## src/rtl/dmem_arb_pkg.sv

```systemverilog
// dmem_arb_pkg: shared types and constants for the dmem arbiter.
// MMIO map is shared with the dmem/peripheral block.
package dmem_arb_pkg;

  typedef enum logic {
    CPU_OWN = 1'b0,
    DMA_OWN = 1'b1
  } arb_state_t;

  localparam logic [1:0] PERIPH_TAG = 2'b11;

  localparam logic [31:0] MMIO_SWITCHES = 32'hC000_0000;
  localparam logic [31:0] MMIO_LEDS     = 32'hC000_0004;
  localparam logic [31:0] MMIO_DISP_NUM = 32'hC000_0008;
  localparam logic [31:0] MMIO_DISP_LET = 32'hC000_000C;
  localparam logic [31:0] MMIO_ENTER    = 32'hC000_0010;

  function automatic logic is_periph(input logic [31:0] a);
    return a[31:30] == PERIPH_TAG;
  endfunction

endpackage

```

## src/rtl/arb_starve_ctr.sv

```systemverilog
// arb_starve_ctr: counts consecutive denied DMA cycles and
// raises force_dma once the DMA master has waited long enough.
module arb_starve_ctr
  import dmem_arb_pkg::*;
#(
  parameter int unsigned MAX_WAIT = 4
) (
  input  logic       clk,
  input  logic       reset,
  input  logic       dma_req,
  input  logic       dma_bad,
  input  logic       sel_dma,
  input  logic       own_exit,
  input  arb_state_t st,
  output logic [3:0] wait_cnt,
  output logic       force_dma
);

  localparam logic [3:0] WMAX = 4'(MAX_WAIT);

  logic [3:0] wait_cnt_d;
  logic [3:0] wait_cnt_q;

  // Clear on grant, on idle DMA or when leaving a burst; else saturate up.
  always_comb begin
    wait_cnt_d = wait_cnt_q;
    if (sel_dma || !dma_req || own_exit) begin
      wait_cnt_d = 4'd0;
    end else if (!dma_bad && (wait_cnt_q != WMAX)) begin
      wait_cnt_d = wait_cnt_q + 4'd1;
    end
  end

  // Wait counter register.
  always_ff @(posedge clk) begin
    if (reset) begin
      wait_cnt_q <= 4'd0;
    end else begin
      wait_cnt_q <= wait_cnt_d;
    end
  end

  assign wait_cnt  = wait_cnt_q;
  assign force_dma = (st == DMA_OWN) || (wait_cnt_q == WMAX);

endmodule

```

## src/rtl/dmem_arbiter.sv

```systemverilog
// dmem_arbiter: shares the dmem port between the CPU (priority)
// and a DMA/loader master with starvation and burst bounds.
module dmem_arbiter
  import dmem_arb_pkg::*;
#(
  parameter int unsigned MAX_WAIT  = 4,
  parameter int unsigned BURST_LEN = 8
) (
  input  logic        clk,
  input  logic        reset,
  input  logic        cpu_req,
  input  logic        cpu_we,
  input  logic [31:0] cpu_a,
  input  logic [31:0] cpu_wd,
  output logic [31:0] cpu_rd,
  output logic        cpu_stall,
  input  logic        dma_req,
  input  logic        dma_we,
  input  logic [31:0] dma_a,
  input  logic [31:0] dma_wd,
  output logic [31:0] dma_rd,
  output logic        dma_gnt,
  output logic        dma_err,
  output logic        mem_we,
  output logic [31:0] mem_a,
  output logic [31:0] mem_wd,
  input  logic [31:0] mem_rd
);

  localparam logic [3:0] WMAX = 4'(MAX_WAIT);
  localparam logic [4:0] BLEN = 5'(BURST_LEN);

  arb_state_t st_d;
  arb_state_t st_q;
  logic [3:0] burst_cnt_d;
  logic [3:0] burst_cnt_q;
  logic       dma_err_d;
  logic       dma_err_q;

  logic       dma_bad;
  logic       sel_dma;
  logic       force_dma;
  logic       own_exit;
  logic [3:0] wait_cnt;
  logic [4:0] burst_inc;

  assign dma_bad = dma_req && is_periph(dma_a);
  assign sel_dma = !reset && dma_req && !dma_bad &&
                   (!cpu_req || force_dma);

  assign dma_gnt   = sel_dma;
  assign cpu_stall = cpu_req && sel_dma;

  assign mem_a  = sel_dma ? dma_a  : cpu_a;
  assign mem_wd = sel_dma ? dma_wd : cpu_wd;
  assign mem_we = !reset &&
                  (sel_dma ? dma_we : (cpu_we && cpu_req));

  assign cpu_rd = mem_rd;
  assign dma_rd = mem_rd;

  arb_starve_ctr #(
    .MAX_WAIT (MAX_WAIT)
  ) u_starve (
    .clk       (clk),
    .reset     (reset),
    .dma_req   (dma_req),
    .dma_bad   (dma_bad),
    .sel_dma   (sel_dma),
    .own_exit  (own_exit),
    .st        (st_q),
    .wait_cnt  (wait_cnt),
    .force_dma (force_dma)
  );

  assign burst_inc = {1'b0, burst_cnt_q} + 5'd1;

  // Ownership FSM; burst_cnt counts grants already made in the burst,
  // the entry grant included, so a burst is exactly BURST_LEN grants.
  always_comb begin
    st_d        = st_q;
    burst_cnt_d = burst_cnt_q;
    own_exit    = 1'b0;
    unique case (st_q)
      CPU_OWN: begin
        if (sel_dma && cpu_req && (wait_cnt == WMAX)) begin
          st_d        = DMA_OWN;
          burst_cnt_d = 4'd1;
        end
      end
      DMA_OWN: begin
        if (!dma_req || dma_bad) begin
          own_exit = 1'b1;
        end else if (sel_dma) begin
          if (burst_inc >= BLEN) begin
            own_exit = 1'b1;
          end else begin
            burst_cnt_d = burst_inc[3:0];
          end
        end
      end
      default: own_exit = 1'b1;
    endcase
    if (own_exit) begin
      st_d        = CPU_OWN;
      burst_cnt_d = 4'd0;
    end
  end

  // Rejected peripheral requests report one cycle later.
  always_comb begin
    dma_err_d = dma_bad;
  end

  // State, burst counter and error pulse registers.
  always_ff @(posedge clk) begin
    if (reset) begin
      st_q        <= CPU_OWN;
      burst_cnt_q <= 4'd0;
      dma_err_q   <= 1'b0;
    end else begin
      st_q        <= st_d;
      burst_cnt_q <= burst_cnt_d;
      dma_err_q   <= dma_err_d;
    end
  end

  assign dma_err = dma_err_q;

endmodule
```

## config.mk

```make
export PLATFORM = sky130hd
export DESIGN_NAME = dmem_arbiter
export DESIGN_NICKNAME = d
export VERILOG_FILES = /design/src/rtl/dmem_arb_pkg.sv /design/src/rtl/arb_starve_ctr.sv /design/src/rtl/dmem_arbiter.sv
export SDC_FILE = /design/constraint.sdc
export NUM_CORES = 1
export LEC_CHECK = 0
export ABC_CLOCK_PERIOD_IN_PS = 1800
export CAP_MARGIN = 30
export CORE_AREA = 4 4 112 114
export DETAILED_ROUTE_END_ITERATION = 10
export DIE_AREA = 0 0 116 118
export PLACE_DENSITY = 0.74
export SYNTH_ARGS = -nofsm -noshare
export SYNTH_HDL_FRONTEND = slang
export SYNTH_SLANG_ARGS = --single-unit
```

## constraint.sdc

```tcl
create_clock -name clk -period 1.8 [get_ports clk]
set_input_delay 0.27 -clock clk [delete_from_list [all_inputs] [get_ports clk]]
set_output_delay 0.27 -clock clk [all_outputs]
set_load 0.03 [all_outputs]
```

# [After elaboration in Yosys (flattened, before gate mapping)]
# Index checks and enable logic that the tools add are counted.
[word_totals] register_bits=10 input_bits=166 output_inout_bits=132
[classes] add_sub_neg=2 n_lt_le_gt_ge=1 n_eq_ne=7 muxes=14 bitwise_logic=1 n_reduce_logical=21
[ops] op="32-bit two-way mux" count=2
[ops] op="4-bit two-way mux" count=4
[ops] op="1-bit logical AND" count=9
[ops] op="4-bit one-hot mux with 2 select lines" count=1
[ops] op="1-bit two-way mux" count=7
[ops] op="2-bit != test (second input constant)" count=3
[ops] op="4-bit by 1-bit adder with 5-bit output (second input constant)" count=1
[ops] op="5-bit by 4-bit >= comparator with 1-bit output (second input constant)" count=1
[ops] op="1-bit logical OR" count=5
[ops] op="4-bit by 1-bit adder with 4-bit output (second input constant)" count=1
[ops] op="4-bit by 3-bit == test with 1-bit output (second input constant)" count=1
[ops] op="1-bit zero test" count=4
[ops] op="4-bit by 3-bit != test with 1-bit output (second input constant)" count=1
[ops] op="4-bit AND reduction" count=1
[ops] op="2-bit OR reduction" count=2
[ops] op="2-bit == test (second input constant)" count=1
[ops] op="2-bit by 1-bit != test with 1-bit output (second input constant)" count=1
[ops] op="1-bit inverter" count=1

# [Longest topological paths before layout]
[depth] depth_word=10 mapped_depth=9 ltp_nobuf=7

# [Cells and area by module]
# Synthesis repeated with hierarchy kept, for this count alone.
[hier_totals] cells_unflattened=348 area_unflattened_um2=1944.4
[by_module_without_submodules] module="dmem_arbiter" n_inst=1 cells_per_inst=323 area_each_um2=1701.6
[by_module_without_submodules] module="arb_starve_ctr" n_inst=1 cells_per_inst=25 area_each_um2=242.7

# [Least setup slack after synthesis]
# OpenSTA, ideal clock, no wires.
[synth_timing] kind="reg2out" startpoint="register u_starve.wait_cnt_q[0], in the netlist u_starve.wait_cnt[0]" endpoint="output port mem_we" arrival_time_ns=1.767 t_required_ns=1.530 path_slack_ns=-0.237 stages_incl_launch_ff=8 n_path_buf=1 cell_sequence="dfxtp_1 -> inv_1 -> ha_1 -> and3b_1 -> o211ai_2 -> buf_2 -> nand3_1 -> a21oi_1"
[synth_via] elab_chain_len=6
[synth_rtl] element="start: declaration" line_no="arb_starve_ctr.sv:22" rtl="logic [3:0] wait_cnt_q;"
[synth_rtl] element="start signal: assignment" line_no="arb_starve_ctr.sv:39" rtl="wait_cnt_q <= wait_cnt_d;"
[synth_rtl] element="4-bit by 3-bit == test with 1-bit output" line_no="arb_starve_ctr.sv:44" rtl="assign force_dma = (st == DMA_OWN) || (wait_cnt_q == WMAX);"
[synth_rtl] element="1-bit logical OR" line_no="arb_starve_ctr.sv:44"
[synth_rtl] element="1-bit logical OR" line_no="dmem_arbiter.sv:49" rtl="(!cpu_req || force_dma);"
[synth_rtl] element="1-bit logical AND" line_no="dmem_arbiter.sv:48" rtl="assign sel_dma = !reset && dma_req && !dma_bad &&"
[synth_rtl] element="1-bit two-way mux" line_no="dmem_arbiter.sv:57" rtl="(sel_dma ? dma_we : (cpu_we && cpu_req));"
[synth_rtl] element="1-bit logical AND" line_no="dmem_arbiter.sv:56" rtl="assign mem_we = !reset &&"
[synth_rtl] element="end: declaration" line_no="dmem_arbiter.sv:24" rtl="output logic mem_we,"
# Every way passes these cells.

# [Worst setup path in the final report]
[layout_timing] startpoint="register u_starve.wait_cnt_q[0], in the netlist u_starve.wait_cnt[0]" endpoint="output port mem_wd[21]"
[layout_via] elab_chain_len=5
[layout_rtl] element="4-bit by 3-bit == test with 1-bit output" line_no="arb_starve_ctr.sv:44"
[layout_rtl] element="1-bit logical OR" line_no="arb_starve_ctr.sv:44"
[layout_rtl] element="1-bit logical OR" line_no="dmem_arbiter.sv:49"
[layout_rtl] element="1-bit logical AND" line_no="dmem_arbiter.sv:48"
[layout_rtl] element="32-bit two-way mux" line_no="dmem_arbiter.sv:55" rtl="assign mem_wd = sel_dma ? dma_wd : cpu_wd;"
[layout_rtl] element="end: declaration" line_no="dmem_arbiter.sv:26" rtl="output logic [31:0] mem_wd,"
# Every way passes these cells.

==> key figures <==
Hold path
  – HP Class: reg2reg

CTS
  – Num CTS Buffers: 3
  – Worst-path clk slew: 40 ps
  – CTS tree: done
  – Worst-Skew Late Latency: 240 ps
  – Clock root buffer: clkbuf_16
  – Clock tree buffer depth: 2
  – Sink Count: 10
  – # H-tree levels: 1
  – CTS Hold Bufs: 0

Flow run
  – Max_cap viols: 0

Logic synthesis
  – Ys Warns: 0
  – Synth top cells by count: nand2_1 (197), buf_4 (64), buf_2 (10), dfxtp_1 (10), nor2_1 (7)
  – Seq/Total Area, Yosys: 10.6%
  – Cells after Synth: 343
  – Count of cell types in the netlist: 36
  – Top cells by area, synth: nand2_1 (39%), buf_4 (26%), dfxtp_1 (11%)
  – Syn Area/Cell: 5.49 um2
  – Post-Syn Area: 1880 um2
  – Async SR Flop Fraction: 0%
  – Most used flip-flop cell after synthesis: dfxtp_1
  – Most frequent cell after synthesis: nand2_1
  – #FFs+latches synth: 10
  – Post-synth EDFFs: 0
  – Post-synth top area share: 39.3%
  – Cell taking the most area after synthesis: nand2_1
  – Syn_nets: 513

Die
  – Core area: 11400 um2
  – Die Width: 116 um
  – I/O pins: 298
  – Die span in y: 118 um
  – Row count: 39
  – Starting Density: 16.5%
  – Die footprint: 13700 um2

Layout
  – Diodes inserted: 0
  – Post-Layout Inst Area: 5120 um2
  – Area grow syn2layout: 172%
  – Layout cells sized above 1: 50.3%
  – Nets: 680

STA
  – Final hold vios: 0
  – Setup-failing EPs final: 67
  – Max-slew headroom: 72.8%
  – Tmin final: 2220 ps
  – Fin crit share: 123%
  – WHS: 491 ps
  – Final WS setup: -422 ps
  – Max Clk Rate: 450 MHz
  – Final slew viol count: 0
  – RSZ-0062 raised after global routing: yes
  – Worst Tran Pin Value: 407 ps
  – Layout Skew: 1.45 ps

Global routing
  – GR Overflow Total: 0
  – First-pass GRT wire length: 15200 um
  – Pin count of the biggest net entering global routing: 18
  – GRT Total Usage: 13.9%
  – Initial antenna violation count: 0
  – Vias in the first global route: 2937

Pwr
  – Clock power frac: 23.0%
  – Switch share: 36.3%
  – Power per Cell Area: 388 nW/um2
  – Sequential share of power: 11.5%
  – Logic gate share of total power: 65.6%
  – P_leak: 2.27 nW
  – VDD IR max: 342 uV
  – Sw power: 721 uW
  – Pint: 1.27 mW

Drt
  – Iter 0 DRT Violations: 54
  – Final wirelength: 10600 um
  – Routed WL per cell: 16.2 um
  – DR DRC count: 0
  – TritonRoute pass-1 iters: 4
  – Vias per inst: 4.26
  – Detail Route Antenna Nets: 0
  – Vias: 2778

Status
  – Outcome: finished, violations left
  – Violations in the final reports: setup timing

Placed design
  – Pre-CTS WS: -377 ps
  – Gpl congestion: 0.842
  – Post-DP Area: 4030 um2
  – IO Port Bufs: 201
  – Hpwl dp: 7080 um

Worst setup path
  – Ordered cell list for the critical path: inv_2, ha_4, and3b_2, o211ai_4, buf_6, inv_8, bufbuf_16, nand2_2, nand2_4, buf_12
  – Crit path DAT: 1950 ps
  – Startpoint Class: register
  – Slowest library cell on the worst path: dfxtp_2
  – Crit end category: primary output
  – Max Fanout on Critical Path: 7
  – CP required: 1530 ps
  – Critical path's largest stage delay: 330 ps
  – WS Path Type: reg2out
[final cells by class]
| cell class | count | area [um2] |
|---|---|---|
| flip-flops and latches | 10 | 204 |
| repair buffers | 240 | 2750 |
| clock buffers | 4 | 88.8 |
| fillers | 1063 | 6300 |
| inverters | 5 | 26.3 |
| well taps | 143 | 179 |
| multi-input cells | 250 | 1870 |
[layer usage]
metal | wire (um) | GRT usage [%]
met5 | 0 | 0
met4 | 250 | 4.50
met3 | 1010 | 3.96
met2 | 5370 | 25.3
met1 | 3930 | 15.2
[path summary, 6_finish.rpt]
path                                                   startpoint                           to  slack (ps)  cells after the start
worst max register to register  u_starve.wait_cnt[1]$_SDFFE_PP0P_  burst_cnt_q[0]$_SDFFE_PP0P_          90                      8
worst min-delay path                  burst_cnt_q[3]$_SDFFE_PP0P_  burst_cnt_q[3]$_SDFFE_PP0P_         490                      1
worst max-delay path            u_starve.wait_cnt[0]$_SDFFE_PP0P_                   mem_wd[21]        -420                     10
worst min register to register        burst_cnt_q[3]$_SDFFE_PP0P_  burst_cnt_q[3]$_SDFFE_PP0P_         490                      1
[layout by cell type, fill, tap and decap left out, drive strengths merged, types with 2 or more instances in the layout]
cell type      synthesis  layout
nand2b                 3       3
nand3                  6       6
o21ai                  2       2
nor2                   7       7
and2                   2       2
nor3                   2       2
inv                    5       5
clkbuf                 4       8
dfxtp                 10      10
xor2                   2       2
clkdlybuf4s50          0     134
buf                   74     101
a21oi                  6       6
nand2                197     197
ha                     4       4
[timing repair]
| action | in CTS | in global routing |
|---|---|---|
| buffers inserted | 8 | 2 |
| endpoints found under the setup margin | 67 | 71 |
| resized for setup | 134 | 64 |
| gates cloned | 8 | 4 |
| pin swaps | 12 | 23 |
[worst max-delay path: cells and delay by family (launching register included)]
| family | cells | cell delay [ps] |
|---|---|---|
| adders and majority gates | 1 | 150 |
| DFF | 1 | 330 |
| and+or+nand+nor | 3 | 350 |
| buffers and inverters | 5 | 680 |
| AOI/OAI and AO/OA | 1 | 190 |
[logic make-up after synthesis]
kind of cell | Yosys count | synth area share [%]
adders and majority gates | 4 | 2.66
AOI/OAI and AO/OA | 16 | 6.58
buffers and inverters | 83 | 30.0
and+or+nand+nor | 227 | 48.7
xor gates and xnor gates | 3 | 1.40
DFF | 10 | 10.6
[state kept, by name, summed over array words and instances (netlist names)]
signal             count
u_starve.wait_cnt      4
burst_cnt_q            4
dma_err                1
st_q                   1
[power by group through the flow]
stage	clock network, mW	logic (mW)	registers (mW)
6_report	0.457	1.30	0.228
5_1_grt	0.468	1.37	0.228
4_1_cts	0.459	1.25	0.228
3_5_place_dp	0	1.06	0.231
3_3_place_gp	0	1.05	0.231
2_1_floorplan	0	0.750	0.233
[through the flow]
stage	setup TNS (ps)	cells	util [%]	total power, mW
3_3_place_gp	-18090	629	35.3	1.28
5_1_grt	-29300	652	44.8	2.07
2_1_floorplan	0	343	-	0.982
3_5_place_dp	-20480	629	35.3	1.29
6_report	-24190	652	44.8	1.99
4_1_cts	-25960	649	42.6	1.94
(Power assumes the default switching activity.)
